## src/rtl/ntr_cmd_sequencer.sv

```systemverilog
// rtl/ntr_cmd_sequencer.sv - NTR slave bus command framer and response strobe sequencer
module ntr_cmd_sequencer #(
    parameter int SYNC_STAGES = 2,
    parameter int IDX_W       = 13
) (
    input  logic             clk,
    input  logic             rst,
    input  logic             ntr_clk,
    input  logic             ntr_cs1,
    input  logic [7:0]       ntr_data,
    output logic [63:0]      cmd_data,
    output logic             cmd_valid,
    input  logic             cmd_ready,
    output logic             resp_strobe,
    output logic [IDX_W-1:0] resp_index,
    output logic             xfer_active,
    output logic             overrun,
    output logic             abort,
    output logic [3:0]       led
);

    localparam logic [1:0] ST_IDLE     = 2'd0;
    localparam logic [1:0] ST_CMD      = 2'd1;
    localparam logic [1:0] ST_WAIT_ACK = 2'd2;
    localparam logic [1:0] ST_RESP     = 2'd3;

    logic [SYNC_STAGES-1:0] clk_sync;
    logic [SYNC_STAGES-1:0] cs_sync;
    logic [7:0]             data_sync [SYNC_STAGES];

    logic             clk_s;
    logic             cs_s;
    logic [7:0]       data_s;
    logic             clk_prev;
    logic             cs_prev;
    logic             ntr_edge;
    logic             cs_fall;
    logic             cs_rise;
    logic             handshake;
    logic [1:0]       state;
    logic [2:0]       byte_cnt;
    logic [IDX_W-1:0] resp_ptr;

    // All three bus inputs share one depth so data stays aligned with its clock edge.
    always_ff @(posedge clk or posedge rst) begin
        if (rst) begin
            clk_sync <= '0;
            cs_sync  <= '1;
            for (int i = 0; i < SYNC_STAGES; i++) begin
                data_sync[i] <= 8'h00;
            end
        end else begin
            clk_sync     <= {clk_sync[SYNC_STAGES-2:0], ntr_clk};
            cs_sync      <= {cs_sync[SYNC_STAGES-2:0], ntr_cs1};
            data_sync[0] <= ntr_data;
            for (int i = 1; i < SYNC_STAGES; i++) begin
                data_sync[i] <= data_sync[i-1];
            end
        end
    end

    assign clk_s  = clk_sync[SYNC_STAGES-1];
    assign cs_s   = cs_sync[SYNC_STAGES-1];
    assign data_s = data_sync[SYNC_STAGES-1];

    always_ff @(posedge clk or posedge rst) begin
        if (rst) begin
            clk_prev <= 1'b0;
            cs_prev  <= 1'b1;
        end else begin
            clk_prev <= clk_s;
            cs_prev  <= cs_s;
        end
    end

    assign ntr_edge  = clk_s & ~clk_prev & ~cs_s;
    assign cs_fall   = ~cs_s & cs_prev;
    assign cs_rise   = cs_s & ~cs_prev;
    assign handshake = cmd_valid & cmd_ready;

    always_ff @(posedge clk or posedge rst) begin
        if (rst) begin
            state       <= ST_IDLE;
            cmd_data    <= 64'h0;
            cmd_valid   <= 1'b0;
            resp_strobe <= 1'b0;
            resp_index  <= '0;
            resp_ptr    <= '0;
            byte_cnt    <= 3'd0;
            overrun     <= 1'b0;
            abort       <= 1'b0;
        end else begin
            resp_strobe <= 1'b0;
            // A pending command may be accepted in any state, even after the frame ended.
            if (handshake) begin
                cmd_valid <= 1'b0;
            end
            case (state)
                ST_IDLE: begin
                    if (cs_fall) begin
                        if (cmd_valid) begin
                            overrun <= 1'b1;
                        end else begin
                            state      <= ST_CMD;
                            byte_cnt   <= 3'd0;
                            resp_ptr   <= '0;
                            resp_index <= '0;
                            overrun    <= 1'b0;
                            abort      <= 1'b0;
                        end
                    end
                end
                ST_CMD: begin
                    if (cs_rise) begin
                        abort <= 1'b1;
                        state <= ST_IDLE;
                    end else if (ntr_edge) begin
                        cmd_data <= {cmd_data[55:0], data_s};
                        byte_cnt <= byte_cnt + 3'd1;
                        if (byte_cnt == 3'd7) begin
                            cmd_valid <= 1'b1;
                            state     <= ST_WAIT_ACK;
                        end
                    end
                end
                ST_WAIT_ACK: begin
                    if (cs_rise) begin
                        state <= ST_IDLE;
                    end else begin
                        // An edge in the acceptance cycle is still too early to be word 0.
                        if (ntr_edge) begin
                            overrun <= 1'b1;
                        end
                        if (handshake) begin
                            state <= ST_RESP;
                        end
                    end
                end
                ST_RESP: begin
                    if (cs_rise) begin
                        state <= ST_IDLE;
                    end else if (ntr_edge) begin
                        resp_strobe <= 1'b1;
                        resp_index  <= resp_ptr;
                        resp_ptr    <= resp_ptr + 1'b1;
                    end
                end
                default: begin
                    state <= ST_IDLE;
                end
            endcase
        end
    end

    assign xfer_active = ~cs_s;
    assign led         = {abort, overrun, cmd_valid, xfer_active};

endmodule

```

## config.mk

```make
export PLATFORM = sky130hd
export DESIGN_NAME = ntr_cmd_sequencer
export DESIGN_NICKNAME = d
export VERILOG_FILES = /design/src/rtl/ntr_cmd_sequencer.sv
export SDC_FILE = /design/constraint.sdc
export NUM_CORES = 1
export LEC_CHECK = 0
export ABC_AREA = 0
export ABC_CLOCK_PERIOD_IN_PS = 4000
export CORE_ASPECT_RATIO = 1.4
export CORE_MARGIN = 2
export CORE_UTILIZATION = 35
export CTS_BUF_LIST = sky130_fd_sc_hd__clkbuf_4
export CTS_CLUSTER_DIAMETER = 40
export DETAILED_ROUTE_END_ITERATION = 10
export PLACE_DENSITY = 0.63
export SETUP_SLACK_MARGIN = 0.2
export SYNTH_ARGS = -nofsm -noshare
export SYNTH_HDL_FRONTEND = slang
export SYNTH_SLANG_ARGS = --single-unit
```

## constraint.sdc

```tcl
create_clock -name clk -period 4 [get_ports clk]
set_input_delay 1 -clock clk [delete_from_list [all_inputs] [get_ports clk]]
set_output_delay 1 -clock clk [all_outputs]
set_load 0.005 [all_outputs]
```

==> results of run 1 <==
## metrics by stage
step           setup slack (ns)  cell area [sq um]  power [mW]  utilization [%]  hold WS, ns
3_5_place_dp               1.52               5720        2.14             44.4        0.335
5_1_grt                    1.22               6020        3.19             46.7        0.371
2_1_floorplan              1.52               4630        1.73                -        0.331
4_1_cts                    1.25               6020        3.06             46.7        0.359
3_3_place_gp               1.59               5720        2.13             44.4        0.332
6_report                   1.33               6020        3.02             46.7        0.357
## power by group
group          total (mW)  switching (mW)  internal [mW]
clock network       0.908           0.457          0.451
registers            1.56           0.166           1.39
logic               0.555           0.214          0.341
## critical path, cell delays in order, from the launching register on
cell and delay, ns:
dfstp_2 0.58, inv_1 0.12, clkdlybuf4s50_1 0.47
## area by class of cell
class	count	area (sq um)	share of cell area [%]
clock inverters	12	150	2.50
flip-flops and latches	121	3030	50.4
well taps	153	191	3.18
multi-input cells	297	1400	23.2
clock buffers	20	150	2.50
inverters	16	63.8	1.06
repair buffers	103	1030	17.1
## worst paths after layout
path,depth (start not counted),slack (ns),end
max in group asynchronous,3,2.51,resp_ptr[6]
min in group asynchronous,3,1.02,data_sync[10]
max,2,1.33,led[0]
max reg2reg,5,1.46,cmd_data[53]
min reg2reg,0,0.36,data_s[7]
min,0,0.36,data_s[7]
## state kept, by name, indices dropped and copies added, names as in the netlist, 2 cells and up
name	count
cmd_data	64
resp_index	13
data_s	8
byte_cnt	3
resp_ptr	13
cs_sync	2
state	2
clk_sync	2
data_sync	8
## cell usage after synthesis
cell,n
nand2_1,197
dfrtp_1,118
o21ai_0,19
inv_1,16
nand4_1,15
nor2_1,13
clkbuf_1,12
buf_2,9
nand3_1,7
buf_4,6
a21oi_1,4
a22o_1,4
xor2_1,4
and3_1,3
dfstp_2,3
ha_1,3
nor2b_1,3
or3_1,3
and4_1,2
nand2b_1,2
xnor2_1,2
a31oi_1,1
a32oi_1,1
and2_1,1
buf_1,1
mux2_2,1
mux2i_1,1
nand3b_1,1
nand4b_1,1
nand4b_4,1
nor3b_1,1
nor3b_2,1
nor4b_1,1
o2111ai_1,1
o211ai_1,1
o22a_1,1
or2_1,1
or4_1,1
## per-layer routing
layer	track usage [%]	wire, um	share of wire, %	vias up
li1	-	-	-	1664
met1	20.1	4580	45	1638
met2	23.5	5110	50	87
met3	4.34	479	4.7	8
met4	6.69	91	0.89	0
met5	0	0	0	-
## cells in the final DEF (no fill, tap or decap), types with 2 or more instances in the layout
cell type,n
nand2_1,196
dfrtp_1,118
clkdlybuf4s50_1,98
clkbuf_4,20
o21ai_0,19
inv_1,15
nand4_1,15
nor2_1,13
nand3_1,7
clkinvlp_4,6
xor2_1,4
a21oi_1,4
a22o_1,4
buf_4,4
nor2b_1,3
and3_1,3
or3_1,3
ha_1,3
bufinv_16,3
dfstp_2,3
nand2b_1,2
xnor2_1,2
and4_1,2
clkinv_2,2
## cells by family after synthesis
kind of cell | after synthesis
adders and majority gates | 3
buffers and inverters | 44
and+or+nand+nor | 254
AOI/OAI and AO/OA | 32
muxes | 2
DFF | 121
xor gates and xnor gates | 6
==> summary.txt, run 1 <==
Timing
  • Fin crit share: 66.7%
  • Max-slew violations: 0
  • Worst slew pin tran: 0.800 ns
  • Final Hold Viols: 0
  • Clk_skew: 0.0179 ns
  • Tmin final: 2.67 ns
  • # setup viols final: 0
  • Relative slew slack: 46.7%
  • RSZ-0062 raised after global routing: no
  • Fmax: 375 MHz
  • Fin Setup TNS: 0 ns

Power and ir drop
  • LEAKAGE: 2.92 nW
  • PwrDens: 502 nW/um^2
  • Peak supply drop: 0.000301 V

Clock network
  • Clk_lat worst skew: 0.51 ns
  • Setup bufs post-CTS: 0
  • # H-tree levels: 4
  • Post-CTS Hold Fix Bufs: 0
  • TritonCTS clock tree: yes
  • Reg clk slew, reported paths: 0.10 ns
  • CTS resizes: 0
  • Clock sink count: 121
  • TritonCTS buffer count: 17
  • Clock buffer depth: 2
  • Root Driver: clkbuf_4

Global routing
  • Largest net degree at the start of global routing: 122
  • Grt total ovfl: 0
  • Overall Global Routing Usage: 15.3%
  • Vias in the first global route: 3,333
  • Initial antenna violation count: 0
  • First-pass GRT wire length: 16,900 um

Drt
  • DR pass1 iterations: 4
  • Total length of routed wires: 10,300 um
  • Initial drt markers: 188
  • Post-route ant nets: 0
  • Vias per cell: 4.70
  • Drt drc: 0
  • Detailed-route via count: 3,397
  • WL/cell: 14.2 um

Setup path
  • CP max FO: 5
  • Crit end category: output pin
  • FF-to-FF Start: state[0]
  • WP data required: 3.00 ns
  • Crit Path Category: reg -> out
  • Critical path origin: cs_sync[1]
  • Startpoint types: flip-flop
  • CP Data Arrival Time: 1.67 ns

Outcome
  • Outcome: completed

Synth
  • Avg Inst Size Synth: 10.0 sq um
  • Unique cell type count in the Yosys netlist: 38
  • Mux share of post-synthesis cell area: 0.460%
  • Synth top area share: 63.9%
  • Flop and latch count out of synthesis: 121
  • Syn Inst Count: 462
  • Syn Nets: 478
  • Post-Synth Adder-Cell Area: 0.812%
  • Post-Synth XOR/XNOR Area: 1.14%
  • Synth Area in Compound Gates: 4.11%
  • Synth warn: 0
  • Largest cells by area after synthesis: dfrtp_1, nand2_1, o21ai_0
  • Synth area leader: dfrtp_1
  • Synth Area in Simple Gates: 23.6%
  • Cell area after synthesis: 4620 sq um
  • Largest family of logic cells by synthesized area: simple AND/OR/NAND/NOR gates
  • Seq/Total Area, Yosys: 65.6%

Floorplan
  • Die Ht: 140 um
  • Initial Util: 35.9%
  • Core Area: 12,900 sq um
  • Chip width: 101 um
  • IO Count: 99
  • DIE AREA: 14,200 sq um
  • Core Rows: 49

Finish
  • Ant. Diodes: 0
  • Final non-filler cell total: 722
  • Layout cells sized above 1: 7.91%
  • Synthesis-to-layout area growth: 30.1%
  • Final nets: 572
  • FILL cells: 1,227

Flow run
  • Maxcap violations: 0

Placed design
  • Inst Count DP: 690
  • GPL Wtd Cong: 0.789
  • Estimated wirelength of the detail-placed design: 6560 um
  • IO buf count: 98

Hold path
  • HP Start: data_sync[15]
  • Worst hold path class: reg -> reg
No activity file was read; power rests on OpenSTA's default activity.
==> inputs of run 2 (changes only) <==
--- a/config.mk
+++ b/config.mk
@@ -6,14 +6,14 @@
 export NUM_CORES = 1
 export LEC_CHECK = 0
 export ABC_AREA = 0
-export ABC_CLOCK_PERIOD_IN_PS = 4000
+export ABC_CLOCK_PERIOD_IN_PS = 2500
 export CORE_ASPECT_RATIO = 1.4
 export CORE_MARGIN = 2
 export CORE_UTILIZATION = 35
 export CTS_BUF_LIST = sky130_fd_sc_hd__clkbuf_4
 export CTS_CLUSTER_DIAMETER = 40
 export DETAILED_ROUTE_END_ITERATION = 10
-export PLACE_DENSITY = 0.63
+export PLACE_DENSITY = 0.61
 export SETUP_SLACK_MARGIN = 0.2
 export SYNTH_ARGS = -nofsm -noshare
 export SYNTH_HDL_FRONTEND = slang
==> constraint.sdc (replaced) <==
create_clock -name clk -period 2.5 [get_ports clk]
set_input_delay 0.625 -clock clk [delete_from_list [all_inputs] [get_ports clk]]
set_output_delay 0.625 -clock clk [all_outputs]
set_load 0.005 [all_outputs]
==> summary.txt, run 2 (synthesis results as in run 1) <==
Outcome
  • Outcome: completed

Drt
  • Post-route ant nets: 0
  • WL/cell: 13.6 um
  • Total length of routed wires: 9880 um
  • DR pass1 iterations: 4
  • Initial drt markers: 153
  • Detailed-route via count: 3,415
  • Drt drc: 0
  • Vias per cell: 4.71

Clock network
  • Clock sink count: 121
  • TritonCTS clock tree: yes
  • Post-CTS Hold Fix Bufs: 0
  • Root Driver: clkbuf_4
  • TritonCTS buffer count: 17
  • Clock buffer depth: 2
  • Clk_lat worst skew: 0.52 ns
  • Reg clk slew, reported paths: 0.09 ns
  • # H-tree levels: 4

Hold path
  • HP Start: data_sync[10]
  • Hold Path Depth: 0
  • Worst hold path class: reg -> reg
  • WHS Endpoint: data_s[2]

Setup path
  • CP delay by family, top: buffers and inverters
  • WP data required: 1.88 ns
  • Crit end category: output pin
  • Cell Chain, Critical Path: clkdlybuf4s50_1
  • Crit Path Category: reg -> out
  • Buffers & Inverters on Critical Path: 1
  • CP Data Arrival Time: 1.48 ns
  • Startpoint types: flip-flop
  • CP max FO: 3
  • CP max stage delay: 0.54 ns
  • Critical Path Slowest Stage Cell: clkdlybuf4s50_1
  • Reg2reg path depth: 4
  • R2r setup slk: 0.44 ns
  • FF-to-FF Start: state[1]
  • Critical R2R Capture: resp_ptr[9]
  • Crit path depth: 1

Timing
  • Relative slew slack: 44.9%
  • Worst slew pin tran: 0.826 ns
  • Final Hold Viols: 0
  • Clk_skew: 0.0145 ns
  • Fmax: 475 MHz
  • Worst Slack Setup Final: 0.397 ns
  • Fin crit share: 84.1%
  • # setup viols final: 0
  • Max-slew violations: 0
  • Tmin final: 2.10 ns
  • Fin Setup TNS: 0 ns
  • RSZ-0062 raised after global routing: no

Global routing
  • Overall Global Routing Usage: 15.1%
  • Initial antenna violation count: 0
  • First-pass GRT wire length: 16,800 um
  • Grt total ovfl: 0
  • Largest net degree at the start of global routing: 122
  • Vias in the first global route: 3,362

Placed design
  • Pre-CTS setup slack: 0.480 ns
  • Estimated wirelength of the detail-placed design: 6260 um
  • Post-placement cell area: 5760 sq um
  • IO buf count: 98
  • GPL Wtd Cong: 0.814

Finish
  • Layout cells sized above 1: 8.04%
  • Cell area after layout: 6080 sq um
  • Most common cell after layout, fill and taps aside: nand2_1
  • Final nets: 575
  • Largest registers: cmd_data x64, resp_index x13, resp_ptr x13
  • Seq. cell area: 3030 sq um
  • Max reg flops: 64
  • Commonest non-fill, non-tap cells in the layout: nand2_1, dfrtp_1, clkdlybuf4s50_1
  • Area of the multi-input gates: 1400 sq um
  • Synthesis-to-layout area growth: 31.5%
  • Ant. Diodes: 0
  • FILL cells: 1,240
  • Final Util: 47.2%
  • Top reg by flops: cmd_data

Floorplan
  • Chip width: 101 um
  • Die Ht: 140 um
  • Core Area: 12,900 sq um
  • IO Count: 99
  • DIE AREA: 14,200 sq um
  • Initial Util: 35.9%
  • Core Rows: 49

Flow run
  • Maxcap violations: 0

Power and ir drop
  • PwrDens: 802 nW/um^2
  • Peak supply drop: 0.000430 V
  • LEAKAGE: 2.99 nW
[run 2: cell types whose count changed in the layout (fill, tap and decap cells not counted)]
cell,change
buf_12,+2
buf_4,+1
bufinv_16,+1
clkbuf_4,-2
clkdlybuf4s50_1,-2
clkinv_1,+2
clkinv_2,+1
clkinv_4,+3
clkinvlp_4,-4
dlymetal6s2s_1,+2
inv_6,-1
[run 2: per-layer routing]
metal  GRT usage, %  vias up  part of all wire (%)
li1               -     1680                     -
met1           20.5     1622                    45
met2           22.1       97                    47
met3           4.79       16                   5.4
met4           6.54        0                   1.6
met5              0        -                     0
[run 2: area by class of cell]
class,instances,area share [%]
tap,153,3.15
timing repair buffer,106,17.8
multi-input combinational,297,23.0
clock inverter,14,2.96
clock buffer,18,2.22
inverter,16,1.05
sequential,121,49.8
[run 2: power breakdown]
group / internal (mW) / leakage (nW) / switching [mW]
combinational: 0.554 / 1.22 / 0.362
clock: 0.793 / 0.168 / 0.713
sequential: 2.23 / 1.60 / 0.227
[run 2: how the worst max path moves through the flow]
stage	start	endpoint	slack [ns]
2_1_floorplan	rst	abort	0.39
3_3_place_gp	state[1]	resp_ptr[9]	0.52
3_5_place_dp	state[1]	resp_ptr[9]	0.48
4_1_cts	cs_sync[1]	led[0]	0.23
5_1_grt	cs_prev	resp_index[0]	0.29
6_report	cmd_data[0]	cmd_data[0]	0.40
[run 2: what timing repair did]
item | 4_1_cts | 5_1_grt
buffers inserted | 1 | 0
resized for setup | 0 | 2
setup endpoints to repair | 2 | 2
[run 2: per-stage QoR]
step                std cells  total power, mW  hold WS (ns)
global placement          692             3.40         0.332
floorplan                 462             2.77         0.331
detailed placement        692             3.42         0.336
global route              725             5.17         0.366
finish                    725             4.88         0.357
CTS                       725             4.95         0.361
==> inputs of run 3 (changes only) <==
--- a/config.mk
+++ b/config.mk
@@ -6,14 +6,14 @@
 export NUM_CORES = 1
 export LEC_CHECK = 0
 export ABC_AREA = 0
-export ABC_CLOCK_PERIOD_IN_PS = 2500
+export ABC_CLOCK_PERIOD_IN_PS = 1800
 export CORE_ASPECT_RATIO = 1.4
 export CORE_MARGIN = 2
 export CORE_UTILIZATION = 35
 export CTS_BUF_LIST = sky130_fd_sc_hd__clkbuf_4
 export CTS_CLUSTER_DIAMETER = 40
 export DETAILED_ROUTE_END_ITERATION = 10
-export PLACE_DENSITY = 0.61
+export PLACE_DENSITY = 0.63
 export SETUP_SLACK_MARGIN = 0.2
 export SYNTH_ARGS = -nofsm -noshare
 export SYNTH_HDL_FRONTEND = slang
==> constraint.sdc (replaced) <==
create_clock -name clk -period 1.8 [get_ports clk]
set_input_delay 0.45 -clock clk [delete_from_list [all_inputs] [get_ports clk]]
set_output_delay 0.45 -clock clk [all_outputs]
set_load 0.005 [all_outputs]
==> summary.txt, run 3 (synthesis results as in run 1) <==
Outcome
  • Outcome: completed

Floorplan
  • IO Count: 99
  • Chip width: 101 um
  • Core Area: 12,900 sq um
  • Initial Util: 35.9%
  • DIE AREA: 14,200 sq um
  • Core Rows: 49
  • Die Ht: 140 um

Setup path
  • Critical R2R Capture: resp_ptr[12]
  • WP data required: 2.26 ns
  • End of the critical path: resp_ptr[12]
  • FF-to-FF Start: cs_sync[1]
  • Crit end category: flip-flop
  • CP max FO: 7
  • R2r setup slk: 0.04 ns
  • Critical path origin: cs_sync[1]
  • CP Data Arrival Time: 2.22 ns
  • Crit Path Category: reg -> reg
  • Startpoint types: flip-flop
  • Reg2reg path depth: 7

Clock network
  • Reg clk slew, reported paths: 0.12 ns
  • # H-tree levels: 4
  • Post-CTS Hold Fix Bufs: 0
  • Clock sink count: 121
  • TritonCTS clock tree: yes
  • TritonCTS buffer count: 17
  • Clk_lat worst skew: 0.54 ns
  • Clock buffer depth: 2
  • Root Driver: clkbuf_4

Drt
  • Total length of routed wires: 13,900 um
  • DR pass1 iterations: 4
  • Detailed-route via count: 4,000
  • Initial drt markers: 253
  • WL/cell: 16.6 um
  • Drt drc: 0
  • Vias per cell: 4.80
  • Post-route ant nets: 0

Finish
  • Final nets: 682
  • Synthesis-to-layout area growth: 49.5%
  • Most common cell after layout, fill and taps aside: nand2_1
  • Layout cells sized above 1: 38.7%
  • Final Util: 53.7%
  • Largest registers: cmd_data x64, resp_index x13, resp_ptr x13
  • Commonest non-fill, non-tap cells in the layout: nand2_1, dfrtp_1, buf_2
  • Top reg by flops: cmd_data
  • Final non-filler cell total: 833
  • FILL cells: 1,168
  • Max reg flops: 64

Timing
  • Worst slew pin tran: 0.374 ns
  • Relative slew slack: 75.0%
  • Worst Slack Setup Final: 0.0411 ns
  • RSZ-0062 raised after global routing: yes
  • Fmax: 569 MHz
  • Max-slew violations: 0
  • # setup viols final: 0
  • Clk_skew: 0.0177 ns
  • Final Hold Viols: 0
  • Fin crit share: 97.7%
  • Fin Setup TNS: 0 ns
  • Tmin final: 1.76 ns

Flow run
  • Maxcap violations: 0

Placed design
  • Estimated wirelength of the detail-placed design: 6860 um
  • GPL Wtd Cong: 0.788
  • Pre-CTS setup slack: 0.0804 ns
  • IO buf count: 98
  • Inst Count DP: 700

Power and ir drop
  • LEAKAGE: 3.79 nW
  • PwrDens: 1000 nW/um^2
  • Peak supply drop: 0.000481 V
  • Total power: 6.92 mW

Global routing
  • Initial antenna violation count: 1
  • Largest net degree at the start of global routing: 67
  • Vias in the first global route: 3,863
  • First-pass GRT wire length: 19,200 um
  • Overall Global Routing Usage: 17.2%
  • Grt total ovfl: 0

Hold path
  • Worst hold path class: in -> async
## run 3: cell count changes in the layout (fill, tap and decap cells not counted), sizes merged, moves of 3 or more
cell           previous run  this run
clkinv                    9         6
clkbuf                   18        28
inv                      15        19
clkdlybuf4s50            96        12
clkinvlp                  2         5
bufinv                    4         1
buf                       8       187
## run 3: area by class of cell
| cell class | count | area [sq um] | area share (%) |
|---|---|---|---|
| sequential | 121 | 3030 | 43.9 |
| inverter | 16 | 63.8 | 0.923 |
| antenna | 1 | 2.50 | 0.0362 |
| clock inverter | 15 | 146 | 2.12 |
| multi-input combinational | 300 | 1560 | 22.5 |
| timing repair buffer | 210 | 1790 | 25.9 |
| tap | 153 | 191 | 2.77 |
| clock buffer | 17 | 128 | 1.85 |
## run 3: critical path, cell delays in order, from the launching register on
cell     delay [ns]
dfstp_2        0.39
buf_4          0.16
nor3b_4        0.23
buf_4          0.15
buf_6          0.12
nand3_1        0.09
or3_1          0.40
a21oi_2        0.14
## run 3: power by group
part           switching (mW)  leakage [nW]  internal, mW
clock                    1.14         0.137         0.710
sequential              0.227          1.60          3.09
combinational           0.808          2.05         0.945
## run 3: layer usage
layer | vias to the layer above | GRT usage [%] | part of all wire, % | routed length, um
met1 | 1958 | 22.8 | 42 | 5890
met2 | 117 | 26.8 | 51 | 7070
li1 | 1908 | - | - | -
met4 | 0 | 6.61 | 1.5 | 203
met3 | 17 | 4.69 | 5.0 | 694
met5 | - | 0 | 0 | 0
## run 3: stage by stage
stage,instance area [sq um],hold slack (ns)
3_5_place_dp,5850,0.335
4_1_cts,6310,0.142
2_1_floorplan,4630,0.331
6_report,6910,0.184
3_3_place_gp,5850,0.333
5_1_grt,6910,0.126
## run 3: timing repair
| action | 4_1_cts | 5_1_grt |
|---|---|---|
| buffers inserted | 67 | 11 |
| pin swaps | 4 | 6 |
| cloned | 2 | 20 |
| resized for setup | 369 | 45 |
| endpoints found under the setup margin | 114 | 104 |
## run 3: worst min path at each step
stage | end | cells past startpoint
after CTS | clk_sync[0] | 2
final | clk_sync[0] | 2
after detailed placement | data_s[4] | 0
after global placement | data_s[2] | 0
after global routing | clk_sync[0] | 2
after floorplan | clk_sync[1] | 0
